===== config.mk =====
export PLATFORM = sky130hd
export DESIGN_NAME = sprite_line_scheduler
export DESIGN_NICKNAME = d
export VERILOG_FILES = /design/src/rtl/sprite_line_scheduler_pkg.sv /design/src/rtl/sprite_line_scheduler_hit_test.sv /design/src/rtl/sprite_line_scheduler.sv
export SDC_FILE = /design/constraint.sdc
export NUM_CORES = 2
export LEC_CHECK = 0
export ABC_AREA = 1
export CORE_ASPECT_RATIO = 0.6
export CORE_MARGIN = 5
export CORE_UTILIZATION = 50
export CTS_CLUSTER_SIZE = 30
export DETAILED_ROUTE_END_ITERATION = 7
export PLACE_DENSITY_LB_ADDON = 0.12
export SYNTH_ARGS = -nofsm -noshare
export SYNTH_HDL_FRONTEND = slang
export SYNTH_HIERARCHICAL = 1
export SYNTH_SLANG_ARGS = --single-unit

===== constraint.sdc =====
create_clock -name clk -period 4.7 [get_ports clk]
set_input_delay 1.41 -clock clk [delete_from_list [all_inputs] [get_ports clk]]
set_output_delay 1.41 -clock clk [all_outputs]
set_load 0.1 [all_outputs]

===== src/rtl/sprite_line_scheduler_pkg.sv =====
// Shared types and constants for the per-scanline sprite scheduler.
package sprite_sched_pkg;

  localparam int NUM_SPRITES = 20;
  localparam int MAX_ACTIVE  = 8;
  localparam int SPRITE_H    = 32;
  localparam int V_ACTIVE    = 480;
  localparam int V_TOTAL     = 525;

  localparam int ENTRY_W = 24;
  localparam int TABLE_W = 512;
  localparam int IDX_W   = 5;   // holds 0..NUM_SPRITES-1
  localparam int CNT_W   = 4;   // holds 0..MAX_ACTIVE

  // One sprite table entry as written by the CPU; id 0 disables the entry.
  typedef struct packed {
    logic [3:0] id;
    logic [9:0] x;
    logic [9:0] y;
  } sprite_entry_t;

  // One published slot: which sprite, where it starts, which row to fetch.
  typedef struct packed {
    logic [3:0] id;
    logic [9:0] x;
    logic [4:0] row;
  } slot_t;

  typedef enum logic [1:0] {
    IDLE    = 2'd0,
    SCAN    = 2'd1,
    PUBLISH = 2'd2
  } sched_state_t;

  // Line that follows vcount, wrapping at the end of the frame.
  function automatic logic [9:0] next_line(input logic [9:0] vcount);
    if (vcount == 10'(V_TOTAL - 1)) return 10'd0;
    return vcount + 10'd1;
  endfunction

  // Thermometer mask with the low cnt bits set: (1 << cnt) - 1.
  function automatic logic [MAX_ACTIVE-1:0] valid_mask(input logic [CNT_W-1:0] cnt);
    logic [MAX_ACTIVE:0] one_hot;
    logic [MAX_ACTIVE:0] mask;
    one_hot = (MAX_ACTIVE + 1)'(1) << cnt;
    mask    = one_hot - (MAX_ACTIVE + 1)'(1);
    return mask[MAX_ACTIVE-1:0];
  endfunction

endpackage


===== src/rtl/sprite_line_scheduler_hit_test.sv =====
// Combinational test of one sprite entry against a target display line.
module sprite_hit_test
  import sprite_sched_pkg::*;
(
  input  sprite_entry_t entry,
  input  logic [9:0]    target,
  output logic          hit,
  output logic [4:0]    row
);

  logic [10:0] diff;

  // Sprite covers lines y..y+SPRITE_H-1; the 11-bit difference never wraps
  // across the frame top because y <= target is required separately.
  always_comb begin
    diff = {1'b0, target} - {1'b0, entry.y};
    hit  = (entry.id != 4'd0) && (entry.y <= target) && (diff < 11'(SPRITE_H));
    row  = diff[4:0];
  end

endmodule


===== src/rtl/sprite_line_scheduler.sv =====
// Per-scanline sprite scheduler: shadows the CPU sprite table, commits it at
// vertical blank, and in each horizontal blank builds the slot list for the
// next display line.
module sprite_line_scheduler
  import sprite_sched_pkg::*;
(
  input  logic                    clk,
  input  logic                    reset_n,
  input  logic [TABLE_W-1:0]      gl_input,
  input  logic                    write,
  input  logic [9:0]              vcount,
  input  logic                    hblank_start,
  input  logic                    vblank_start,
  output logic [MAX_ACTIVE-1:0]   slot_valid,
  output logic [4*MAX_ACTIVE-1:0] slot_id,
  output logic [10*MAX_ACTIVE-1:0] slot_x,
  output logic [5*MAX_ACTIVE-1:0] slot_row,
  output logic                    list_ready,
  output logic                    overflow,
  output logic                    busy
);

  sched_state_t  state_q, state_d;
  sprite_entry_t pend_q [NUM_SPRITES];
  sprite_entry_t pend_d [NUM_SPRITES];
  sprite_entry_t live_q [NUM_SPRITES];
  sprite_entry_t live_d [NUM_SPRITES];
  logic          pending_q, pending_d;
  logic          commit_req_q, commit_req_d;

  logic [9:0]       target_q, target_d;
  logic [IDX_W-1:0] idx_q, idx_d;
  logic [CNT_W-1:0] cnt_q, cnt_d;
  slot_t            work_q [MAX_ACTIVE];
  slot_t            work_d [MAX_ACTIVE];
  logic             work_ovf_q, work_ovf_d;

  slot_t                 out_slot_q [MAX_ACTIVE];
  slot_t                 out_slot_d [MAX_ACTIVE];
  logic [MAX_ACTIVE-1:0] out_valid_q, out_valid_d;
  logic                  out_ovf_q, out_ovf_d;
  logic                  list_ready_q, list_ready_d;

  sprite_entry_t gl_entries [NUM_SPRITES];
  sprite_entry_t scan_entry;
  logic          hit;
  logic [4:0]    hit_row;
  logic          commit;

  // The top word of the table bus carries no entries.
  logic unused_hi;
  assign unused_hi = ^gl_input[TABLE_W-1:NUM_SPRITES*ENTRY_W];

  // Slice the packed table bus into entries.
  always_comb begin
    for (int i = 0; i < NUM_SPRITES; i++) begin
      gl_entries[i] = sprite_entry_t'(gl_input[ENTRY_W*i +: ENTRY_W]);
    end
  end

  assign scan_entry = live_q[idx_q];

  sprite_hit_test u_hit_test (
    .entry  (scan_entry),
    .target (target_q),
    .hit    (hit),
    .row    (hit_row)
  );

  // Next-state logic for the table shadowing and the scan FSM.
  always_comb begin
    // NOTE: every variable gets its hold value first so no path through the
    // case/if tree leaves it unassigned, which would otherwise infer a latch.
    state_d      = state_q;
    pend_d       = pend_q;
    live_d       = live_q;
    pending_d    = pending_q;
    commit_req_d = commit_req_q;
    target_d     = target_q;
    idx_d        = idx_q;
    cnt_d        = cnt_q;
    work_d       = work_q;
    work_ovf_d   = work_ovf_q;
    out_slot_d   = out_slot_q;
    out_valid_d  = out_valid_q;
    out_ovf_d    = out_ovf_q;
    list_ready_d = 1'b0;

    // Commit only from IDLE so a scan always sees one consistent table.
    commit = (state_q == IDLE) && commit_req_q;
    if (commit) begin
      live_d       = pend_q;
      pending_d    = 1'b0;
      commit_req_d = 1'b0;
    end
    // A write in the commit cycle lands after the copy and re-arms pending.
    if (write) begin
      pend_d    = gl_entries;
      pending_d = 1'b1;
    end
    if (vblank_start && pending_q && !commit) begin
      commit_req_d = 1'b1;
    end

    case (state_q)
      IDLE: begin
        if (hblank_start) begin
          target_d   = next_line(vcount);
          idx_d      = '0;
          cnt_d      = '0;
          work_ovf_d = 1'b0;
          work_d     = '{default: '0};
          // Lines in vertical blank have nothing to draw.
          state_d    = (target_d >= 10'(V_ACTIVE)) ? PUBLISH : SCAN;
        end
      end

      SCAN: begin
        if (hit) begin
          if (cnt_q < CNT_W'(MAX_ACTIVE)) begin
            work_d[cnt_q[2:0]] = '{id: scan_entry.id, x: scan_entry.x, row: hit_row};
            cnt_d              = cnt_q + CNT_W'(1);
          end else begin
            work_ovf_d = 1'b1;
          end
        end
        if (idx_q == IDX_W'(NUM_SPRITES - 1)) begin
          state_d = PUBLISH;
        end else begin
          idx_d = idx_q + IDX_W'(1);
        end
      end

      PUBLISH: begin
        out_slot_d   = work_q;
        out_valid_d  = valid_mask(cnt_q);
        out_ovf_d    = work_ovf_q;
        list_ready_d = 1'b1;
        state_d      = IDLE;
      end

      default: state_d = IDLE;
    endcase
  end

  // State registers; reset discards any in-flight scan.
  always_ff @(posedge clk or negedge reset_n) begin
    if (!reset_n) begin
      state_q      <= IDLE;
      // NOTE: both tables are reset because an all-zero table is the defined
      // "every sprite disabled" state; plain storage arrays normally are not.
      pend_q       <= '{default: '0};
      live_q       <= '{default: '0};
      pending_q    <= 1'b0;
      commit_req_q <= 1'b0;
      target_q     <= '0;
      idx_q        <= '0;
      cnt_q        <= '0;
      work_q       <= '{default: '0};
      work_ovf_q   <= 1'b0;
      out_slot_q   <= '{default: '0};
      out_valid_q  <= '0;
      out_ovf_q    <= 1'b0;
      list_ready_q <= 1'b0;
    end else begin
      // NOTE: non-blocking assignments make every register update from the
      // values of the previous cycle regardless of statement order.
      state_q      <= state_d;
      pend_q       <= pend_d;
      live_q       <= live_d;
      pending_q    <= pending_d;
      commit_req_q <= commit_req_d;
      target_q     <= target_d;
      idx_q        <= idx_d;
      cnt_q        <= cnt_d;
      work_q       <= work_d;
      work_ovf_q   <= work_ovf_d;
      out_slot_q   <= out_slot_d;
      out_valid_q  <= out_valid_d;
      out_ovf_q    <= out_ovf_d;
      list_ready_q <= list_ready_d;
    end
  end

  // Flatten the published slots onto the output buses.
  for (genvar k = 0; k < MAX_ACTIVE; k++) begin : g_out
    assign slot_id[4*k +: 4]   = out_slot_q[k].id;
    assign slot_x[10*k +: 10]  = out_slot_q[k].x;
    assign slot_row[5*k +: 5]  = out_slot_q[k].row;
  end

  assign slot_valid = out_valid_q;
  assign overflow   = out_ovf_q;
  assign list_ready = list_ready_q;
  assign busy       = (state_q != IDLE);

endmodule


==> impl_metrics.tcl <==
set metrics [dict create \
    status "completed" \
    worst_r2r_path_depth 29 \
    pwr-share-comb_pct 43.8 \
    crit_top_cell "nand2_1" \
    internal-power_mw 25.1 \
    drt-initial-drc-count 4355 \
    cp.buffers_inverters 8 \
    gp_congestion 0.891 \
    initial_core_util_pct 50.3 \
    seq_area_mm2 0.0325 \
    pwr-share-seq_pct 34.0 \
    yosys_warnings 6 \
    wl_per_cell_um 19.5 \
    grt_pass1_wl_um 253000 \
    post-route-period-util_pct 94.9 \
    synth_top_area_cell "dfrtp_1" \
    synth.distinct_cells 38 \
    fmax_mhz 224 \
    fp.dieW_um 434 \
    mostFrequentLayoutCell "nand2_1" \
    skew_ns 0.0263 \
    port_buffers 657 \
    dpl_worst_slack_ns 0.126 \
    hold_slack_ns 0.469 \
    cp_max_fo 31 \
    cts_root_buffer "clkbuf_16" \
    numClockSinks 1298 \
    final_nets 7476 \
    clock_path_buffers 3 \
    fillCellCount 9355 \
    synth_top_cell_area_share_pct 60.1 \
    setup_tns_ns 0 \
    tightest_slew_ns 1.11 \
    die_h_um 265 \
    hold_path_class "reg -> reg" \
    final_util_pct 61.8 \
    path_depth 29 \
    slew_violations 0 \
    core_mm2 0.107 \
    critical_path.top_delay_family "simple AND/OR/NAND/NOR gates" \
    critical_path_class "reg -> reg" \
    finalCriticalPeriod_ns 4.46 \
    cts_tree "built" \
    cap_violations 0 \
    io_pins 690 \
    timing.final.ws_setup_ns 0.242 \
    startpoint_type "flop" \
    pwr-share-clk_pct 22.2 \
    end_kind "flop" \
    crit_arrival_ns 5.13 \
    cts_buffers 118 \
    cp.required_ns 5.37 \
    timing.rr.end "work_q[146]$_DFFE_PN0P_" \
    wirelength_um 165000 \
    synth_async_sr_flop_share_pct 100 \
    finalSetupViolations 0 \
    final_layout_size_suffix_gt1_share_pct 5.31 \
    r2r-start "idx_q[0]$_DFFE_PN0P_" \
    synthTopCellsByArea "dfrtp_1 (60%), nand2_1 (18%), o21ai_0 (8.4%)" \
    yosysSeqAreaShare_pct 60.1 \
    vias_per_cell 5.19 \
    synth-edff-count 0 \
    r2r_setup_slack_ns 0.24 \
    syn_area_mm2 0.0540 \
    antenna_found_initial 32 \
    dr.pass1.iters 6 \
    p_sw_share_pct 45.4 \
    ant_nets 0 \
    critPathSlowestCell "dfrtp_4" \
    grt_pass1_vias 42600 \
    drc 0 \
    ir_drop_v 0.000450 \
    h-tree-depth 3 \
    synthToLayoutAreaGrowth_pct 22.7 \
    syn_inst 6406 \
    syn_nets 6954 \
    hold_viol 0 \
    hpwlAfterDp_um 114000 \
    multiInputGateArea_mm2 0.0177 \
    grt_usage_pct 28.5 \
    power.density_mw_per_mm2 692 \
    grt_start_max_net_pins 203 \
    clk_pin_slew_worst_paths_ns 0.07 \
    vias 43900 \
    clkLatencyLatePin_ns 0.74 \
    p_sw_mw 20.8 \
    holdPathStages 2 \
    max_slew_margin_pct 26.1 \
    hp-start "pend_q[234]$_DFFE_PN0P_" \
    synth_flop_cell "dfrtp_1" \
    rows 93 \
    synth_seq_cells 1298 \
    dieArea_mm2 0.115 \
    final_cell_mix "nand2_1 (2647), dfrtp_1 (1296), o21ai_0 (904), clkdlybuf4s50_1 (655), inv_1 (595)" \
    grt_overflow_total 0 \
    avgSynthCellArea_um2 8.43 \
    slowest_delay_ns 0.56 \
    holdPathEnd "pend_q[234]$_DFFE_PN0P_" \
    leakagePower_nw 33.1 \
]
layer usage:
| metal | wire length [µm] | track usage, % |
|---|---|---|
| met5 | 13 | 0 |
| met4 | 4840 | 9.10 |
| met3 | 9560 | 3.92 |
| met2 | 74000 | 42.3 |
| met1 | 76600 | 43.5 |
flip-flops by register name, indices dropped and copies added, names as in the netlist:
| name | flops |
|---|---|
| state_q | 2 |
| list_ready | 1 |
| work_q | 152 |
| slot_row | 40 |
| slot_x | 80 |
| pending_q | 1 |
| idx_q | 5 |
| cnt_q | 4 |
| commit_req_q | 1 |
| overflow | 1 |
| slot_valid | 8 |
| pend_q | 480 |
| target_q | 10 |
| live_q | 480 |
| work_ovf_q | 1 |
| slot_id | 32 |
stage by stage:
step                      cells  power (mW)  instance area (µm²)
after floorplan            6406        28.5                54000
after global placement     8231        35.3                62000
after detailed placement   8231        35.6                62000
after CTS                  8443        45.8                66100
after global routing       8467        48.4                66300
final                      8468        45.9                66300
final cells by class:
cell class              instances  area share, %
clock buffers                 163           5.13
repair buffers                759           11.9
clock inverters                49          0.974
inverters                     611           3.52
diodes                         23         0.0868
flip-flops and latches       1298           49.0
well taps                    1425           2.69
multi-input cells            4140           26.7
power by group through the flow:
stage / sequential (mW) / combinational [mW] / clock [mW]
6_report: 15.6 / 20.1 / 10.2
5_1_grt: 15.9 / 21.7 / 10.8
4_1_cts: 15.6 / 19.9 / 10.3
3_5_place_dp: 15.7 / 19.8 / 0
3_3_place_gp: 15.7 / 19.6 / 0
2_1_floorplan: 19.6 / 8.93 / 0
worst max-delay path by stage:
stage / slack, ns / to / start
finish: 0.24 / work_q[146]$_DFFE_PN0P_ / idx_q[0]$_DFFE_PN0P_
detailed placement: 0.13 / work_q[146]$_DFFE_PN0P_ / idx_q[0]$_DFFE_PN0P_
global placement: 0.17 / work_q[122]$_DFFE_PN0P_ / idx_q[0]$_DFFE_PN0P_
floorplan: 1.03 / work_q[54]$_DFFE_PN0P_ / idx_q[0]$_DFFE_PN0P_
global route: -0.003 / work_q[146]$_DFFE_PN0P_ / idx_q[0]$_DFFE_PN0P_
CTS: 0.06 / work_q[146]$_DFFE_PN0P_ / idx_q[0]$_DFFE_PN0P_
synth_stat cells, types with 2 or more instances:
cell type	instances
o21ai_2	11
nand4_1	16
xnor2_1	6
inv_2	9
clkinv_1	5
nand3_1	119
nand3_2	2
clkbuf_1	202
buf_2	139
o21ai_0	904
xor2_1	4
buf_6	7
buf_1	3
nand2_2	21
nand2_1	2655
nor2_1	191
nor2_2	3
nor3_1	9
or2_1	2
o21ai_1	50
nor2_4	2
a21oi_1	8
a31oi_1	2
dfrtp_1	1298
inv_1	597
buf_4	5
ha_1	20
o22ai_1	106
worst min-delay path: stages, from the launching register on:
cell,delay (ns)
dfrtp_1,0.34
nand2_1,0.05
nand2_1,0.04
kinds of logic after synthesis:
kind of cell    count (synthesis)  share of synthesized area [%]
compound gates               1085                           10.4
xor+xnor                       10                          0.162
flops                        1298                           60.1
buf+inv                       968                           7.20
fa+ha+maj                      21                          0.500
simple gates                 3024                           21.6
timing repair:
item	in CTS	in global routing
setup endpoints to repair	0	153
setup buffers	0	1
resized for setup	0	23
hold buffers	0	0
Note: power is estimated with default switching activity, not from simulation.
